### src/rtl/nsa_pkg.sv
// ============================================================================
// Module      : nsa_pkg
// Description : Shared types and helpers for the nibble serial adder.
// Revision    : 1.0 - initial release
// ============================================================================
`timescale 1ns/1ps
`default_nettype none

package nsa_pkg;

    localparam int NIBBLE_W = 4;

    typedef enum logic [1:0] {
        IDLE = 2'd0,
        ADD  = 2'd1,
        DONE = 2'd2
    } nsa_state_t;

    // Counter width for a digit index 0..n-1, never narrower than one bit.
    function automatic int cnt_width(input int n);
        int w;
        w = 0;
        for (int i = 0; i < 8; i++) begin
            if ((1 << w) < n) begin
                w = w + 1;
            end
        end
        return (w < 1) ? 1 : w;
    endfunction

endpackage

`default_nettype wire

### src/rtl/nibble_serial_adder_rca4.sv
// ============================================================================
// Module      : nibble_serial_adder_rca4
// Description : 4-bit ripple-carry adder, the single-nibble datapath stage.
// Revision    : 1.0 - initial release
// ============================================================================
`timescale 1ns/1ps
`default_nettype none

module nibble_serial_adder_rca4 (
    input  logic [3:0] A,
    input  logic [3:0] B,
    input  logic       cin,
    output logic [3:0] sum,
    output logic       cout
);

    logic [4:0] w_c;

    assign w_c[0] = cin;

    for (genvar i = 0; i < 4; i++) begin : g_bit
        assign sum[i]   = A[i] ^ B[i] ^ w_c[i];
        assign w_c[i+1] = (A[i] & B[i]) | (w_c[i] & (A[i] ^ B[i]));
    end

    assign cout = w_c[4];

endmodule

`default_nettype wire

### src/rtl/nibble_serial_adder.sv
// ============================================================================
// Module      : nibble_serial_adder
// Description : Wide adder that reuses one 4-bit adder, one nibble per clock.
// Revision    : 1.0 - initial release
// ============================================================================
`timescale 1ns/1ps
`default_nettype none

module nibble_serial_adder
    import nsa_pkg::*;
#(
    parameter int NIBBLES = 4
) (
    input  logic                    clk,
    input  logic                    reset_n,
    input  logic                    in_valid,
    output logic                    in_ready,
    input  logic [NIBBLE_W*NIBBLES-1:0] a,
    input  logic [NIBBLE_W*NIBBLES-1:0] b,
    input  logic                    cin,
    output logic                    out_valid,
    input  logic                    out_ready,
    output logic [NIBBLE_W*NIBBLES-1:0] sum,
    output logic                    cout,
    output logic                    busy
);

    localparam int            c_W    = NIBBLE_W * NIBBLES;
    localparam int            c_CW   = cnt_width(NIBBLES);
    localparam logic [c_CW-1:0] c_LAST = c_CW'(NIBBLES - 1);

    nsa_state_t       r_state;
    logic [c_W-1:0]   r_a;
    logic [c_W-1:0]   r_b;
    logic             r_carry;
    logic [c_CW-1:0]  r_cnt;

    logic [NIBBLE_W-1:0] w_sum_nib;
    logic                w_cout;
    logic [c_W-1:0]      w_res_next;
    logic                w_accept;

    assign in_ready = (r_state == IDLE) || ((r_state == DONE) && out_ready);
    assign w_accept = in_valid && in_ready;
    assign busy     = (r_state == ADD);

    nibble_serial_adder_rca4 u_rca4 (
        .A    (r_a[NIBBLE_W-1:0]),
        .B    (r_b[NIBBLE_W-1:0]),
        .cin  (r_carry),
        .sum  (w_sum_nib),
        .cout (w_cout)
    );

    // Partial result: each new nibble enters at the top, so after NIBBLES
    // steps the least-significant digit has reached bit 0.
    if (NIBBLES > 1) begin : g_multi
        logic [c_W-NIBBLE_W-1:0] r_res;

        always_ff @(posedge clk or negedge reset_n) begin
            if (!reset_n) begin
                r_res <= '0;
            end else if (r_state == ADD) begin
                r_res <= w_res_next[c_W-1:NIBBLE_W];
            end
        end

        assign w_res_next = {w_sum_nib, r_res};
    end else begin : g_single
        assign w_res_next = w_sum_nib;
    end

    always_ff @(posedge clk or negedge reset_n) begin
        if (!reset_n) begin
            r_state   <= IDLE;
            r_a       <= '0;
            r_b       <= '0;
            r_carry   <= 1'b0;
            r_cnt     <= '0;
            out_valid <= 1'b0;
            sum       <= '0;
            cout      <= 1'b0;
        end else if (w_accept) begin
            r_a       <= a;
            r_b       <= b;
            r_carry   <= cin;
            r_cnt     <= '0;
            r_state   <= ADD;
            out_valid <= 1'b0;
        end else begin
            case (r_state)
                ADD: begin
                    r_a     <= r_a >> NIBBLE_W;
                    r_b     <= r_b >> NIBBLE_W;
                    r_carry <= w_cout;
                    r_cnt   <= r_cnt + 1'b1;
                    if (r_cnt == c_LAST) begin
                        r_state   <= DONE;
                        out_valid <= 1'b1;
                        sum       <= w_res_next;
                        cout      <= w_cout;
                    end
                end
                DONE: begin
                    if (out_ready) begin
                        r_state   <= IDLE;
                        out_valid <= 1'b0;
                    end
                end
                default: begin
                    r_state <= IDLE;
                end
            endcase
        end
    end

endmodule

`default_nettype wire

### config.mk
export PLATFORM = sky130hd
export DESIGN_NAME = nibble_serial_adder
export DESIGN_NICKNAME = d
export VERILOG_FILES = /design/src/rtl/nsa_pkg.sv /design/src/rtl/nibble_serial_adder_rca4.sv /design/src/rtl/nibble_serial_adder.sv
export SDC_FILE = /design/constraint.sdc
export NUM_CORES = 1
export LEC_CHECK = 0
export ABC_CLOCK_PERIOD_IN_PS = 2200
export BUFFER_PORTS_ARGS = -buffer_cell sky130_fd_sc_hd__buf_2
export CAP_MARGIN = 5
export CORE_MARGIN = 3
export CORE_UTILIZATION = 49
export DETAILED_ROUTE_END_ITERATION = 8
export PLACE_DENSITY = 0.75
export SLEW_MARGIN = 10
export SYNTH_ARGS = -nofsm -noshare
export SYNTH_HDL_FRONTEND = slang
export SYNTH_HIERARCHICAL = 1
export SYNTH_SLANG_ARGS = --single-unit
### constraint.sdc
create_clock -name clk -period 2.2 [get_ports clk]
set_input_delay 0.22 -clock clk [delete_from_list [all_inputs] [get_ports clk]]
set_output_delay 0.22 -clock clk [all_outputs]
set_load 0.05 [all_outputs]
==> results.md, run 1 <==
- Clk pwr share: 16.8%
- Flops & latches, synth: 67
- Clock Tree Root: clkbuf_8
- Worst Hold Launch: b[15]
- RSZ-0062 raised after global routing: true
- Top cell by count, worst path: inv_2
- CP Capture Type: flop
- Drt wl/cell: 16.06 um
- Max Clock Freq: 0.4558 GHz
- Largest net degree at the start of global routing: 36
- Hold Fails Final Rpt: 0
- Post-Route WL: 6.118 mm
- Startpoint types: flop
- Initial drt markers: 97
- Setup Crit Path Kind: reg2reg
- Reg2Reg Depth: 9
- CP top delay family: adder cells
- PnR Total Power: 0.005972 W
- Critical path required time: 2.43 ns
- PwrDens: 1719 nW/um^2
- Post-DP HPWL: 4.132 mm
- Reg-to-reg critical path endpoint: sum[15]
- Initial Utilization: 52.12%
- Hold Crit Depth: 3
- Final clock skew: 0.005874 ns
- # DRC: 0
- Ant diodes: 0
- Pint: 0.003441 W
- Logic pwr share: 46.5%
- Worst-Skew Late Latency: 0.34 ns
- CP bufs+invs: 4
- Critical Path Fanout Max: 2
- CP Depth: 9
- Post-Syn Area per Cell: 11.98 sq um
- Psw: 0.002532 W
- Sw frac: 42.39%
- Clk slew on worst S/H paths: 0.07 ns
- Hold Path Class: in2reg
- Port bufs: 56
- Reg-to-reg slack, setup: 0.006 ns
- First-pass GRT wire length: 10.34 mm
- Setup crit end: sum[15]
- Share of post-route cells with drive strength above 1: 36.25%
- Highest cell delay on the worst timing path: 0.51 ns
- TritonCTS buffer count: 9
- DR vias: 2,101
- Clk sinks: 67
- Final Wtd Congestion: 0.7982
- Placed cell areas: 3248 sq um
- Drt pass-1 iters: 4
- Crit-path cells: fa_2 -> inv_2 -> fa_2 -> inv_2 -> fa_2 -> inv_2 -> fa_1 -> inv_2 -> mux2_4
- Initial antenna violation count: 0
- Grt total ovfl: 0
- H-tree lvl count: 3
- Fin crit share: 99.71%
- Layout Nets: 347
- Max clock buf depth: 2
- Ys Warns: 6
- Netlist Area Pre-Place: 2958 sq um
- CTS tree: yes
- Maximum VDD drop: 0.0009522 V
- Critical path launch point: r_carry
- Chip height: 83.70 um
- Row cnt: 27
- Total of max-cap violations: 0
- Vias in the first global route: 2,102
- Routed Antenna Nets: 0
- Overall Global Routing Usage: 18.44%
- Die ar.: 7005 sq um
- Via density: 5.514
- Area delta synth->final: 17.47%
- Critical Path AT: 2.42 ns
- Worst Tran Pin Value: 0.5690 ns
- Seq/Total Area, Yosys: 56.68%
- # setup viols final: 0
- Core box area: 5675 sq um
- Design Area, Final: 3475 sq um
- Die width: 83.70 um
- Static Leak: 1.836 nW
- Slew headroom: 62.07%
- Net count after synthesis: 289
- Ports: 57
- Sequential Power Share: 36.7%
- Fin Hold WS: 0.09798 ns
- Max-slew violations: 0
- Layout filler cell count: 489
- RR Startpoint: r_carry
- Status: finished, final reports clean
- Syn Inst Count: 247
- CP max stage cell: fa_1
- Min Tclk post-route: 2.194 ns
- Post-synth cell types: 27
[routing by layer]
metal | routed length, um | track usage [%] | vias up | share of wire, %
li1 | - | - | 982 | -
met1 | 2762 | 24.69 | 1038 | 45
met2 | 2886 | 28.56 | 65 | 47
met3 | 374 | 6.022 | 16 | 6.1
met4 | 94 | 5.702 | 0 | 1.5
met5 | 0 | 0 | - | 0
[cells in the final DEF (no fill, tap or decap), drive strengths merged]
master,Yosys,routed
a21oi,1,1
a221o,25,25
and2,1,1
and3,25,25
buf,10,64
bufinv,0,1
clkbuf,8,13
clkinv,0,1
dfrtp,67,67
dlygate4sd3,0,1
fa,4,4
ha,1,1
inv,11,11
mux2,18,18
nand2,48,48
nand2b,2,2
nand3,8,8
nor2,2,2
nor2b,3,3
o21ai,12,12
o21bai,1,1
[per-stage QoR]
step	worst slack (ns)	util, %	std cells	setup TNS [ns]
after floorplan	0.09804	-	247	0
after global placement	0.05632	57.23	363	0
after detailed placement	-0.06158	57.23	363	-0.1262
after CTS	0.001527	61.00	380	0
after global routing	-0.05980	61.22	381	-0.1029
final	0.006289	61.22	381	0
[worst min-delay path, cell delays in order]
cell and delay, ns:
buf_2 0.07, nand3_1 0.05, o21ai_0 0.06
[synth_stat cells (all sizes together)]
cell | n | share of area (%)
nand3 | 8 | 1.4
inv | 11 | 1.5
o21ai | 12 | 2.0
dfrtp | 67 | 57
nand2b | 2 | 0.68
ha | 1 | 0.42
nor2b | 3 | 0.72
o21bai | 1 | 0.25
mux2 | 18 | 8.0
clkbuf | 8 | 1.1
nand2 | 48 | 6.3
a21oi | 1 | 0.55
buf | 10 | 3.2
fa | 4 | 2.7
nor2 | 2 | 0.25
a221o | 25 | 8.5
and2 | 1 | 0.25
and3 | 25 | 5.6
[what timing repair did]
item | CTS | global route
endpoints found under the setup margin | 3 | 3
pin swaps | 0 | 2
hold endpoints to repair | 25 | 0
gates cloned | 0 | 0
resized for setup | 2 | 5
buffers inserted | 1 | 1
hold buffers | 1 | 0
[registers in the layout (all words and copies together), names as in the netlist]
signal         count
r_carry            1
r_b               16
cout               1
r_state            2
r_a               16
out_valid          1
r_cnt              2
g_multi.r_res     12
sum               16
[final cells by class]
class                           count  area, sq um  share of cell area [%]
Clock buffer                       13        158.9                   4.573
Clock inverter                      2        35.03                   1.008
Inverter                           11        43.79                   1.260
Multi-Input combinational cell    151         1120                   32.23
Sequential cell                    67         1677                   48.25
Tap cell                           72        90.09                   2.593
Timing Repair Buffer               65        350.3                   10.08
[how the worst min path moves through the flow]
stage	end	slack, ns
3_3_place_gp	sum[7]	0.25
5_1_grt	r_a[12]	0.11
3_5_place_dp	sum[3]	0.25
6_report	r_b[15]	0.1
4_1_cts	r_b[15]	0.09
2_1_floorplan	cout	-0.08
[power groups by stage]
stage	combinational (W)	sequential, W	clock, W
floorplan	0.00171	0.00262	0
global placement	0.00262	0.00217	0
detailed placement	0.00271	0.00220	0
CTS	0.00275	0.00219	0.00103
global route	0.00304	0.00226	0.00108
finish	0.00278	0.00219	0.00100
[logic make-up (layout without fill, tap and decap cells)]
group                      Yosys count  in the layout  share of synthesized area (%)
AOI/OAI and AO/OA                   39             39                          11.29
adders and majority gates            5              5                          3.130
buffers and inverters               29             91                          5.711
DFF                                 67             67                          56.68
muxes                               18             18                          7.995
and+or+nand+nor                     89             89                          15.19
Power figures use the tool's default switching activity.
==> inputs of run 2 (changes only) <==
--- a/config.mk
+++ b/config.mk
@@ -5,13 +5,15 @@
 export SDC_FILE = /design/constraint.sdc
 export NUM_CORES = 1
 export LEC_CHECK = 0
-export ABC_CLOCK_PERIOD_IN_PS = 2200
+export ABC_CLOCK_PERIOD_IN_PS = 2400
 export BUFFER_PORTS_ARGS = -buffer_cell sky130_fd_sc_hd__buf_2
 export CAP_MARGIN = 5
+export CELL_PAD_IN_SITES_DETAIL_PLACEMENT = 1
+export CELL_PAD_IN_SITES_GLOBAL_PLACEMENT = 1
 export CORE_MARGIN = 3
-export CORE_UTILIZATION = 49
+export CORE_UTILIZATION = 43
 export DETAILED_ROUTE_END_ITERATION = 8
-export PLACE_DENSITY = 0.75
+export PLACE_DENSITY_LB_ADDON = 0.3
 export SLEW_MARGIN = 10
 export SYNTH_ARGS = -nofsm -noshare
 export SYNTH_HDL_FRONTEND = slang
==> constraint.sdc (replaced) <==
create_clock -name clk -period 2.4 [get_ports clk]
set_input_delay 0.24 -clock clk [delete_from_list [all_inputs] [get_ports clk]]
set_output_delay 0.24 -clock clk [all_outputs]
set_load 0.05 [all_outputs]
==> results.md, run 2 (same netlist as run 1, synthesis figures left out) <==
- Total of max-cap violations: 0 (unchanged)
- Final Wtd Congestion: 0.7370 (was 0.7982)
- Startpoint types: flop (unchanged)
- Most common cell after layout, fill and taps aside: dfrtp_1 (unchanged)
- Clock Tree Root: clkbuf_8 (unchanged)
- Drt wl/cell: 16.63 um (was 16.06 um)
- Port bufs: 56 (unchanged)
- Top Registers: r_a x16, r_b x16, sum x16 (unchanged)
- Core box area: 6495 sq um (was 5675 sq um)
- Hold Crit Depth: 3 (unchanged)
- Worst Tran Pin Value: 0.7374 ns (was 0.5690 ns)
- H-tree lvl count: 3 (unchanged)
- Grt total ovfl: 0 (unchanged)
- Pre-CTS WS: 0.1613 ns (was -0.06158 ns)
- Slew headroom: 50.84% (was 62.07%)
- # Post-CTS Setup Buffers: 0 (was 1)
- Reg2Reg Depth: 9 (unchanged)
- Die ar.: 7909 sq um (was 7005 sq um)
- Min Tclk post-route: 2.245 ns (was 2.194 ns)
- RR Startpoint: r_a[0] (was r_carry)
- Die width: 88.94 um (was 83.70 um)
- Post-DP HPWL: 4.393 mm (was 4.132 mm)
- TritonCTS buffer count: 9 (unchanged)
- Worst-Skew Late Latency: 0.34 ns (about the same)
- RSZ-0062 raised after global routing: false (was true)
- Max Clock Freq: 0.4454 GHz (was 0.4558 GHz)
- Status: finished, final reports clean (unchanged)
- DR vias: 2,093 (was 2,101)
- Hold Fails Final Rpt: 0 (unchanged)
- Initial antenna violation count: 0 (unchanged)
- Ant diodes: 0 (unchanged)
- Final clock skew: 0.008731 ns (was 0.005874 ns)
- Hold Path Class: in2reg (unchanged)
- Clk slew on worst S/H paths: 0.07 ns (about the same)
- Vias in the first global route: 2,229 (was 2,102)
- Max clock buf depth: 2 (unchanged)
- Initial drt markers: 77 (was 97)
- Highest-count cells in the layout ignoring fill and taps: dfrtp_1 (67), buf_2 (56), nand2_1 (47), a221o_1 (25), and3_1 (21) (unchanged)
- Fin crit share: 93.55% (was 99.71%)
- Largest net degree at the start of global routing: 37 (was 36)
- Initial Utilization: 45.54% (was 52.12%)
- CTS tree: yes (unchanged)
- Setup Crit Path Kind: reg2reg (unchanged)
- PwrDens: 1572 nW/um^2 (was 1719 nW/um^2)
- Chip height: 88.94 um (was 83.70 um)
- # setup viols final: 0 (unchanged)
- Setup TNS: 0 ns (unchanged)
- Setup ws final: 0.1548 ns (was 0.006289 ns)
- Max-slew violations: 0 (unchanged)
- Clk sinks: 67 (unchanged)
- Post-Route WL: 6.386 mm (was 6.118 mm)
- Routed Antenna Nets: 0 (unchanged)
- Share of post-route cells with drive strength above 1: 34.20% (was 36.25%)
- Fin cells: 384 (was 381)
- Reg-to-reg slack, setup: 0.15 ns (was 0.006 ns)
- Overall Global Routing Usage: 18.38% (was 18.44%)
- Critical Path AT: 2.52 ns (was 2.42 ns)
- Row cnt: 29 (was 27)
- Maximum VDD drop: 0.0005043 V (was 0.0009522 V)
- Area delta synth->final: 17.72% (was 17.47%)
- CP Capture Type: flop (unchanged)
- Critical path launch point: r_a[0] (was r_carry)
- Ports: 57 (unchanged)
- Critical Path Fanout Max: 2 (unchanged)
- Critical path required time: 2.67 ns (was 2.43 ns)
- Placed Cells: 367 (was 363)
- Worst Hold Launch: a[15] (was b[15])
- Layout Nets: 344 (was 347)
- Via density: 5.451 (was 5.514)
- # DRC: 0 (unchanged)
- Static Leak: 1.841 nW (was 1.836 nW)
- First-pass GRT wire length: 10.92 mm (was 10.34 mm)
- Drt pass-1 iters: 4 (unchanged)
## run 2: cell types whose count changed in the layout (fill, tap and decap cells not counted), sizes merged
cell / change
clkinv: +1
clkbuf: -1
buf: -3
clkinvlp: +1
## run 2: where the power goes
part	switching (W)	internal, W
sequential	0.000336	0.00166
combinational	0.00157	0.000929
clock	0.000421	0.000561
## run 2: cell type report
cell class	instances	area, sq um
well taps	77	96.34
clock buffers	12	165.2
clock inverters	4	47.55
multi-input cells	151	1112
flip-flops and latches	67	1677
fillers	709	3013
repair buffers	62	340.3
inverters	11	43.79
## run 2: critical path, cell delays in order (launching register included)
cell and delay [ns]:
dfrtp_1 0.41, fa_1 0.41, inv_1 0.07, fa_1 0.15
inv_1 0.05, fa_1 0.37, inv_1 0.08, fa_1 0.42
inv_1 0.09, mux2_4 0.14
## run 2: through the flow
stage / power, W / hold slack (ns) / instance area, sq um / util (%)
finish: 0.005473 / 0.1280 / 3482 / 53.61
global placement: 0.004432 / 0.3357 / 3259 / 50.18
CTS: 0.005550 / 0.1194 / 3482 / 53.61
detailed placement: 0.004539 / 0.3514 / 3259 / 50.18
floorplan: 0.003965 / -0.05559 / 2958 / -
global route: 0.005904 / 0.1361 / 3482 / 53.61
## run 2: per-layer routing
metal | vias to the layer above | global-route usage (%) | routed length, um
met2 | 65 | 28.74 | 2973
li1 | 977 | - | -
met1 | 1042 | 24.69 | 2986
met4 | 0 | 6.495 | 100
met5 | - | 0 | 0
met3 | 9 | 5.161 | 326
## run 2: path summary, 6_finish.rpt
kind | to
setup / recovery | sum[15]
hold reg to reg | g_multi.r_res[3]
min in group asynchronous | sum[7]
hold / removal | r_a[15]
setup reg to reg | sum[15]
max in group asynchronous | r_a[12]
## run 2: what timing repair did
item | 4_1_cts | 5_1_grt
endpoints found under the hold margin | 31 | 0
gates resized for setup | 0 | 0
hold buffers | 1 | 0
